--- config.mk ---
export PLATFORM = sky130hd
export DESIGN_NAME = ai_car_spawn_scheduler
export DESIGN_NICKNAME = d
export VERILOG_FILES = /design/src/rtl/ai_car_pkg.sv /design/src/rtl/lane_allocator.sv /design/src/rtl/ai_car_spawn_scheduler.sv
export SDC_FILE = /design/constraint.sdc
export NUM_CORES = 1
export LEC_CHECK = 0
export CORE_MARGIN = 1.5
export CORE_UTILIZATION = 40
export CTS_BUF_LIST = sky130_fd_sc_hd__clkbuf_8
export CTS_CLUSTER_DIAMETER = 150
export DETAILED_ROUTE_END_ITERATION = 12
export GPL_TIMING_DRIVEN = 0
export RECOVER_POWER = 50
export SYNTH_ARGS = -nofsm -noshare
export SYNTH_HDL_FRONTEND = slang
export SYNTH_SLANG_ARGS = --single-unit
--- constraint.sdc ---
create_clock -name clk -period 6.4 [get_ports clk]
set_clock_uncertainty 0.2 [all_clocks]
set_input_delay 1.28 -clock clk [delete_from_list [all_inputs] [get_ports clk]]
set_output_delay 1.28 -clock clk [all_outputs]
set_load 0.01 [all_outputs]
--- src/rtl/ai_car_pkg.sv ---
// Shared types and constants for the AI traffic car spawn scheduler:
// screen coordinate type, lane x-position table and the scheduler FSM encoding.
package ai_car_pkg;

  typedef logic signed [10:0] coord_t;

  localparam coord_t SPAWN_Y_DEFAULT = -11'sd200;

  localparam logic [10:0] LANE_X [0:3] = '{11'd180, 11'd240, 11'd300, 11'd360};

  typedef enum logic [2:0] {
    IDLE,
    SCAN,
    PICK_LANE,
    ISSUE,
    COOLDOWN
  } spawn_state_t;

  // Lanes beyond the four-entry table continue the same 60-pixel pitch.
  function automatic logic [10:0] lane_x(input logic [2:0] lane);
    if (lane < 3'd4) return LANE_X[lane[1:0]];
    return 11'd180 + 11'd60 * 11'(lane);
  endfunction

endpackage

--- src/rtl/lane_allocator.sv ---
// Lane occupancy and ownership: one-lane-per-cycle rotating free-lane probe, and lane
// release when the owning car goes inactive (release is applied before allocation).
module lane_allocator #(
  parameter int NUM_CARS  = 4,
  parameter int NUM_LANES = 4,
  localparam int CW = (NUM_CARS > 1) ? $clog2(NUM_CARS) : 1,
  localparam int LW = (NUM_LANES > 1) ? $clog2(NUM_LANES) : 1
)(
  input  logic                 clk,
  input  logic                 resetN,
  input  logic                 clear,
  input  logic [NUM_CARS-1:0]  car_active,
  input  logic                 probe_load,
  input  logic [LW-1:0]        probe_start,
  input  logic                 probe_en,
  input  logic [CW-1:0]        alloc_car,
  input  logic                 drop_en,
  input  logic [CW-1:0]        drop_car,
  output logic [NUM_LANES-1:0] lane_busy,
  output logic [NUM_CARS-1:0]  car_has_lane,
  output logic [LW-1:0]        probe_lane,
  output logic                 probe_free,
  output logic                 probe_last
);

  logic [NUM_CARS-1:0]  active_q;
  logic [NUM_CARS-1:0]  fell;
  logic [CW-1:0]        owner [NUM_LANES];
  logic [NUM_LANES-1:0] busy_kept;
  logic [NUM_LANES-1:0] busy_nxt;
  logic [LW-1:0]        probe_cnt;

  assign fell       = active_q & ~car_active;
  assign probe_free = !busy_kept[probe_lane];
  assign probe_last = (probe_cnt == LW'(NUM_LANES - 1));

  always_comb begin
    busy_kept    = lane_busy;
    car_has_lane = '0;
    for (int l = 0; l < NUM_LANES; l++) begin
      if (fell[owner[l]] || (drop_en && owner[l] == drop_car)) busy_kept[l] = 1'b0;
      if (busy_kept[l]) car_has_lane[owner[l]] = 1'b1;
    end
    busy_nxt = busy_kept;
    if (probe_en && !busy_kept[probe_lane]) busy_nxt[probe_lane] = 1'b1;
  end

  // Activity history survives a game restart so a car falling right after it is still seen.
  always_ff @(posedge clk or negedge resetN) begin
    if (!resetN) active_q <= '0;
    else         active_q <= car_active;
  end

  always_ff @(posedge clk or negedge resetN) begin
    if (!resetN) begin
      lane_busy  <= '0;
      probe_lane <= '0;
      probe_cnt  <= '0;
      for (int l = 0; l < NUM_LANES; l++) owner[l] <= '0;
    end else if (clear) begin
      lane_busy  <= '0;
      probe_lane <= '0;
      probe_cnt  <= '0;
      for (int l = 0; l < NUM_LANES; l++) owner[l] <= '0;
    end else begin
      lane_busy <= busy_nxt;
      if (probe_en && !busy_kept[probe_lane]) owner[probe_lane] <= alloc_car;
      if (probe_load) begin
        probe_lane <= probe_start;
        probe_cnt  <= '0;
      end else if (probe_en) begin
        probe_lane <= probe_lane + 1'b1;
        probe_cnt  <= probe_cnt + 1'b1;
      end
    end
  end

endmodule

--- src/rtl/ai_car_spawn_scheduler.sv ---
// Spawns AI cars: scans for a free car, allocates a lane, then holds spawn_valid/x/y
// until the car acks (or the ack timer expires); enforces a frame cooldown between spawns.
module ai_car_spawn_scheduler
  import ai_car_pkg::*;
#(
  parameter int     NUM_CARS         = 4,
  parameter int     NUM_LANES        = 4,
  parameter int     SPAWN_GAP_FRAMES = 30,
  parameter int     ACK_TIMEOUT      = 64,
  parameter coord_t SPAWN_Y          = SPAWN_Y_DEFAULT
)(
  input  logic                 clk,
  input  logic                 resetN,
  input  logic                 frame_start,
  input  logic                 game_running,
  input  logic                 game_restart,
  input  logic [10:0]          random,
  input  logic [NUM_CARS-1:0]  car_active,
  input  logic [NUM_CARS-1:0]  spawn_ack,
  output logic [NUM_CARS-1:0]  spawn_valid,
  output logic [10:0]          spawn_x,
  output coord_t               spawn_y,
  output logic [NUM_LANES-1:0] lane_busy,
  output logic [15:0]          spawn_count
);

  localparam int CW  = (NUM_CARS > 1) ? $clog2(NUM_CARS) : 1;
  localparam int LW  = (NUM_LANES > 1) ? $clog2(NUM_LANES) : 1;
  localparam int CDW = $clog2(SPAWN_GAP_FRAMES + 1);
  localparam int TW  = $clog2(ACK_TIMEOUT + 1);
  localparam logic [CW-1:0]  LAST_CAR  = CW'(NUM_CARS - 1);
  localparam logic [CDW-1:0] GAP       = CDW'(SPAWN_GAP_FRAMES);
  localparam logic [TW-1:0]  LAST_WAIT = TW'(ACK_TIMEOUT - 1);

  spawn_state_t        state, state_nxt;
  logic [CW-1:0]       car_idx, sel_car;
  logic [CDW-1:0]      cooldown;
  logic [TW-1:0]       ack_timer;
  logic [NUM_CARS-1:0] car_has_lane;
  logic [LW-1:0]       probe_lane;
  logic                probe_free, probe_last;
  logic                scan_hit, probe_en, alloc, acked, timed_out;
  logic                unused_random;

  assign spawn_y       = SPAWN_Y;
  assign unused_random = ^random[10:LW];

  always_comb begin
    state_nxt = state;
    scan_hit  = 1'b0;
    probe_en  = 1'b0;
    alloc     = 1'b0;
    acked     = 1'b0;
    timed_out = 1'b0;
    case (state)
      IDLE:
        if (frame_start && game_running && cooldown == '0) state_nxt = SCAN;
      SCAN: begin
        scan_hit = !car_active[car_idx] && !car_has_lane[car_idx];
        if (scan_hit)                  state_nxt = PICK_LANE;
        else if (car_idx == LAST_CAR)  state_nxt = IDLE;
      end
      PICK_LANE: begin
        probe_en = 1'b1;
        alloc    = probe_free;
        if (probe_free)      state_nxt = ISSUE;
        else if (probe_last) state_nxt = IDLE;
      end
      ISSUE: begin
        acked     = spawn_ack[sel_car];
        timed_out = !acked && (ack_timer == LAST_WAIT);
        if (acked)          state_nxt = COOLDOWN;
        else if (timed_out) state_nxt = IDLE;
      end
      COOLDOWN:
        if (cooldown == '0 || (frame_start && cooldown == CDW'(1))) state_nxt = IDLE;
      default: state_nxt = IDLE;
    endcase
  end

  always_ff @(posedge clk or negedge resetN) begin
    if (!resetN)           state <= IDLE;
    else if (game_restart) state <= IDLE;
    else                   state <= state_nxt;
  end

  always_ff @(posedge clk or negedge resetN) begin
    if (!resetN) begin
      car_idx     <= '0;
      sel_car     <= '0;
      cooldown    <= '0;
      ack_timer   <= '0;
      spawn_valid <= '0;
      spawn_x     <= '0;
      spawn_count <= '0;
    end else if (game_restart) begin
      car_idx     <= '0;
      sel_car     <= '0;
      cooldown    <= GAP;
      ack_timer   <= '0;
      spawn_valid <= '0;
      spawn_count <= '0;
    end else begin
      car_idx   <= (state == SCAN) ? car_idx + 1'b1 : '0;
      ack_timer <= (state == ISSUE) ? ack_timer + 1'b1 : '0;
      if (scan_hit) sel_car <= car_idx;
      if (alloc) begin
        spawn_valid          <= '0;
        spawn_valid[sel_car] <= 1'b1;
        spawn_x              <= lane_x(3'(probe_lane));
      end
      if (acked || timed_out) spawn_valid <= '0;
      if (acked && spawn_count != 16'hFFFF) spawn_count <= spawn_count + 16'd1;
      // The frame counter runs in every state so a restart cooldown also expires.
      if (acked)                              cooldown <= GAP;
      else if (frame_start && cooldown != '0) cooldown <= cooldown - 1'b1;
    end
  end

  lane_allocator #(
    .NUM_CARS  (NUM_CARS),
    .NUM_LANES (NUM_LANES)
  ) u_lane_allocator (
    .clk          (clk),
    .resetN       (resetN),
    .clear        (game_restart),
    .car_active   (car_active),
    .probe_load   (scan_hit),
    .probe_start  (random[LW-1:0]),
    .probe_en     (probe_en),
    .alloc_car    (sel_car),
    .drop_en      (timed_out),
    .drop_car     (sel_car),
    .lane_busy    (lane_busy),
    .car_has_lane (car_has_lane),
    .probe_lane   (probe_lane),
    .probe_free   (probe_free),
    .probe_last   (probe_last)
  );

endmodule

==> reports/results.tsv <==
metric	value	unit
violations	DRC, capacitance limit, slew limit	
h-tree-depth	3	
clockRootBuffer	clkbuf_8	
p_per_area	185.6	mW/mm^2
p_leak	1.925	nW
p_clk_share	40.5	%
synth_area_leaders	dfrtp_1 (43%), nor2_1 (5.1%), xnor2_1 (4.3%)	
antenna_cells	0	
utilization	50.99	%
sw_frac_of_total	24.71	%
placed_area	0.004307	mm^2
clk_pin_slew	80	ps
setup_viol	0	
power.share.sequential	50.3	%
syn_inst	387	
grtUsageMet2	28.91	%
yosysTopAreaCell	dfrtp_1	
max_freq	205.5	MHz
grt-busiest-layer	met2	
overflow	0	
placed_cells	552	
syn2layout_area_growth	21.87	%
ioPinCount	70	
tightest_slew	3478	ps
cts_buffers	9	
regToRegStartpoint	sel_car[1]$_DFFE_PN0P_	
synth_enable_flop_cells	0	
holdWs	274.9	ps
yosys_most_used_dff	dfrtp_1	
max_slew_margin	-131.9	%
grt_use_met1	24.42	%
die_w	98.98	um
synth.yosys.seq_area_share	43.46	%
cts_sinks	64	
grt_max_degree	65	
crit_type	input port to flip-flop	
grt_usage	17.84	%
grt_pass1_wl	13.81	mm
pre_cts_slack	1213	ps
synth-simple-area-share	19.49	%
rr_endpoint	u_lane_allocator.probe_lane[0]$_DFFE_PN0P_	
ctsHoldBuffers	0	
fillers	822	
clock_latency	340	ps
antenna_found_initial	0	
die_area	0.009797	mm^2
stdcell_count	568	
yosysWarnings	0	
worstHoldStart	ack_timer[0]$_DFF_PN0_	
max-cap-violations	1	
initial_core_util	41.84	%
cts_tree	done	
synth_top_family_by_area	simple AND/OR/NAND/NOR gates	
post_drt_wl_per_cell	14.75	um
grt_setup_unrepaired	false	
use_met3	4.397	%
synth.top_cell.area_share	43.46	%
fin_ws	1533	ps
final_nets	490	
r2r_slack	2340	ps
std_cell_rows	34	
muxShareOfSynthArea	7.946	%
synthXorXnorAreaFrac	6.655	%
post_cts_resized	0	
finalCriticalPeriod	4867	ps
vdd_drop_max	0.0001585	V
status	finished, violations left	
synth_compound_area_share	11.54	%
ant_nets	0	
min_period_over_period	76.05	%
synth_seq_cells	64	
worst-r2r-cell-count	11	
cp_max_fo	10	
ys_top_cells_by_count	dfrtp_1 (64), nor2_1 (50), nand2_1 (35), a21oi_1 (18), xnor2_1 (18)	
syn_avg_cell_area	9.521	um^2
portBuffers	44	
dr.pass1.iters	8	
wirelength	8.379	mm
clockBufferDepth	2	
combPwrFrac	9.2	%
timing.setup.tns	0	ps
via_per_inst	5.134	
holdPathEnd	ack_timer[0]$_DFF_PN0_	
synth_adder_area_share	3.735	%
switching_power	0.2059	mW
grt_pass1_vias	2795	
synth-async-reset-ratio	100.0	%
yosysUniqueCellTypes	47	
syn_area	0.003685	mm^2
synth.most_common_cell	dfrtp_1	
postCtsSetupRepairBufs	0	
die_h	98.98	um
crit_path_end_kind	flip-flop	
hpwl	5.983	mm
vias	2916	
stdcell_area	0.004491	mm^2
slew_violations	65	
power	0.8334	mW
first_iter_violations	162	
routabilityCongestion	0.7855	
hold_depth	1	
critical_path_required	6430	ps
hold_viol	0	
core-area	0.008806	mm^2
drc	6	
worstHoldPathType	flip-flop to flip-flop	
drive_gt1_share	10.00	%
internal-power	0.6275	mW
crit_arrival	4890	ps
start_kind	input port	
==> logic make-up after synthesis <==
kind of cell | after synthesis
flops | 64
mux | 22
other cells | 2
fa+ha+maj | 11
xor+xnor | 28
buf+inv | 47
compound gates | 64
simple gates | 149
==> final cells by class <==
| cell class | instances | area, um^2 | area share [%] |
|---|---|---|---|
| repair buffers | 44 | 434.2 | 9.668 |
| well taps | 108 | 135.1 | 3.009 |
| multi-input cells | 289 | 1876 | 41.77 |
| inverters | 10 | 37.54 | 0.8359 |
| clock buffers | 9 | 123.9 | 2.758 |
| plain buffers | 37 | 219.0 | 4.876 |
| flip-flops and latches | 64 | 1602 | 35.66 |
| clock inverters | 7 | 63.81 | 1.421 |
==> per-layer routing <==
layer | routed length [um] | up-vias | share of wire, %
met5 | 0 | - | 0
met4 | 77 | 0 | 0.92
met3 | 338 | 10 | 4.0
met2 | 3863 | 69 | 46
met1 | 4100 | 1397 | 49
li1 | - | 1440 | -
==> power groups by stage <==
stage	Combinational (mW)	Sequential, mW	Clock, mW
3_3_place_gp	0.0780	0.427	0
3_5_place_dp	0.0788	0.427	0
5_1_grt	0.0850	0.421	0.365
4_1_cts	0.0788	0.419	0.349
2_1_floorplan	0.0364	0.429	0
6_report	0.0763	0.419	0.338
==> worst max path at each step <==
stage | startpoint | end | slack, ps | depth (start not counted)
2_1_floorplan | spawn_ack[3] | u_lane_allocator.probe_lane[0]$_DFFE_PN0P_ | 2070 | 10
3_3_place_gp | spawn_ack[3] | u_lane_allocator.probe_lane[1]$_DFFE_PN0P_ | 1210 | 11
3_5_place_dp | spawn_ack[3] | u_lane_allocator.probe_lane[0]$_DFFE_PN0P_ | 1210 | 11
4_1_cts | spawn_ack[3] | u_lane_allocator.probe_lane[0]$_DFFE_PN0P_ | 1570 | 11
5_1_grt | resetN | u_lane_allocator.owner[5]$_DFFE_PN0P_ | 1260 | 1
6_report | spawn_ack[3] | u_lane_allocator.probe_lane[0]$_DFFE_PN0P_ | 1530 | 11
==> placed cells by master (no fill, tap or decap), types with 3 or more instances in the layout <==
cell             instances
nor2_1                  50
or3_1                    5
buf_4                   17
ha_1                    11
dlygate4sd3_1            5
nand2_1                 35
nor3_1                   6
a21oi_1                 18
nand4_1                  4
clkinv_2                 3
o2111ai_1                4
a31oi_1                  3
and3_1                   4
clkbuf_1                16
clkdlybuf4s50_1         38
nor2b_1                  4
nand2b_1                11
clkbuf_8                 9
o211ai_1                13
conb_1                  15
nand3_1                 15
nor3b_1                  4
xor2_1                  10
o21ai_0                 16
xnor2_1                 18
mux2i_1                 15
inv_1                   11
dfrtp_1                 64
mux4_2                   5
==> critical path, cell delays in order <==
cell             delay, ps
clkdlybuf4s50_1        390
mux4_2                 550
or4b_1                 590
buf_2                  190
buf_6                  150
o21ai_0                220
nand4_1                170
o21ai_1                170
o211ai_1               170
a2111oi_4              660
mux2_4                 350
==> flip-flops by register name, indices dropped and copies added, names as in the netlist, 3 cells and up <==
name                        flops
spawn_count                    16
u_lane_allocator.owner          8
ack_timer                       7
cooldown                        5
spawn_x                         5
spawn_valid                     4
u_lane_allocator.active_q       4
u_lane_allocator.lane_busy      4
state                           3
No activity file was read; power rests on OpenSTA's default activity.
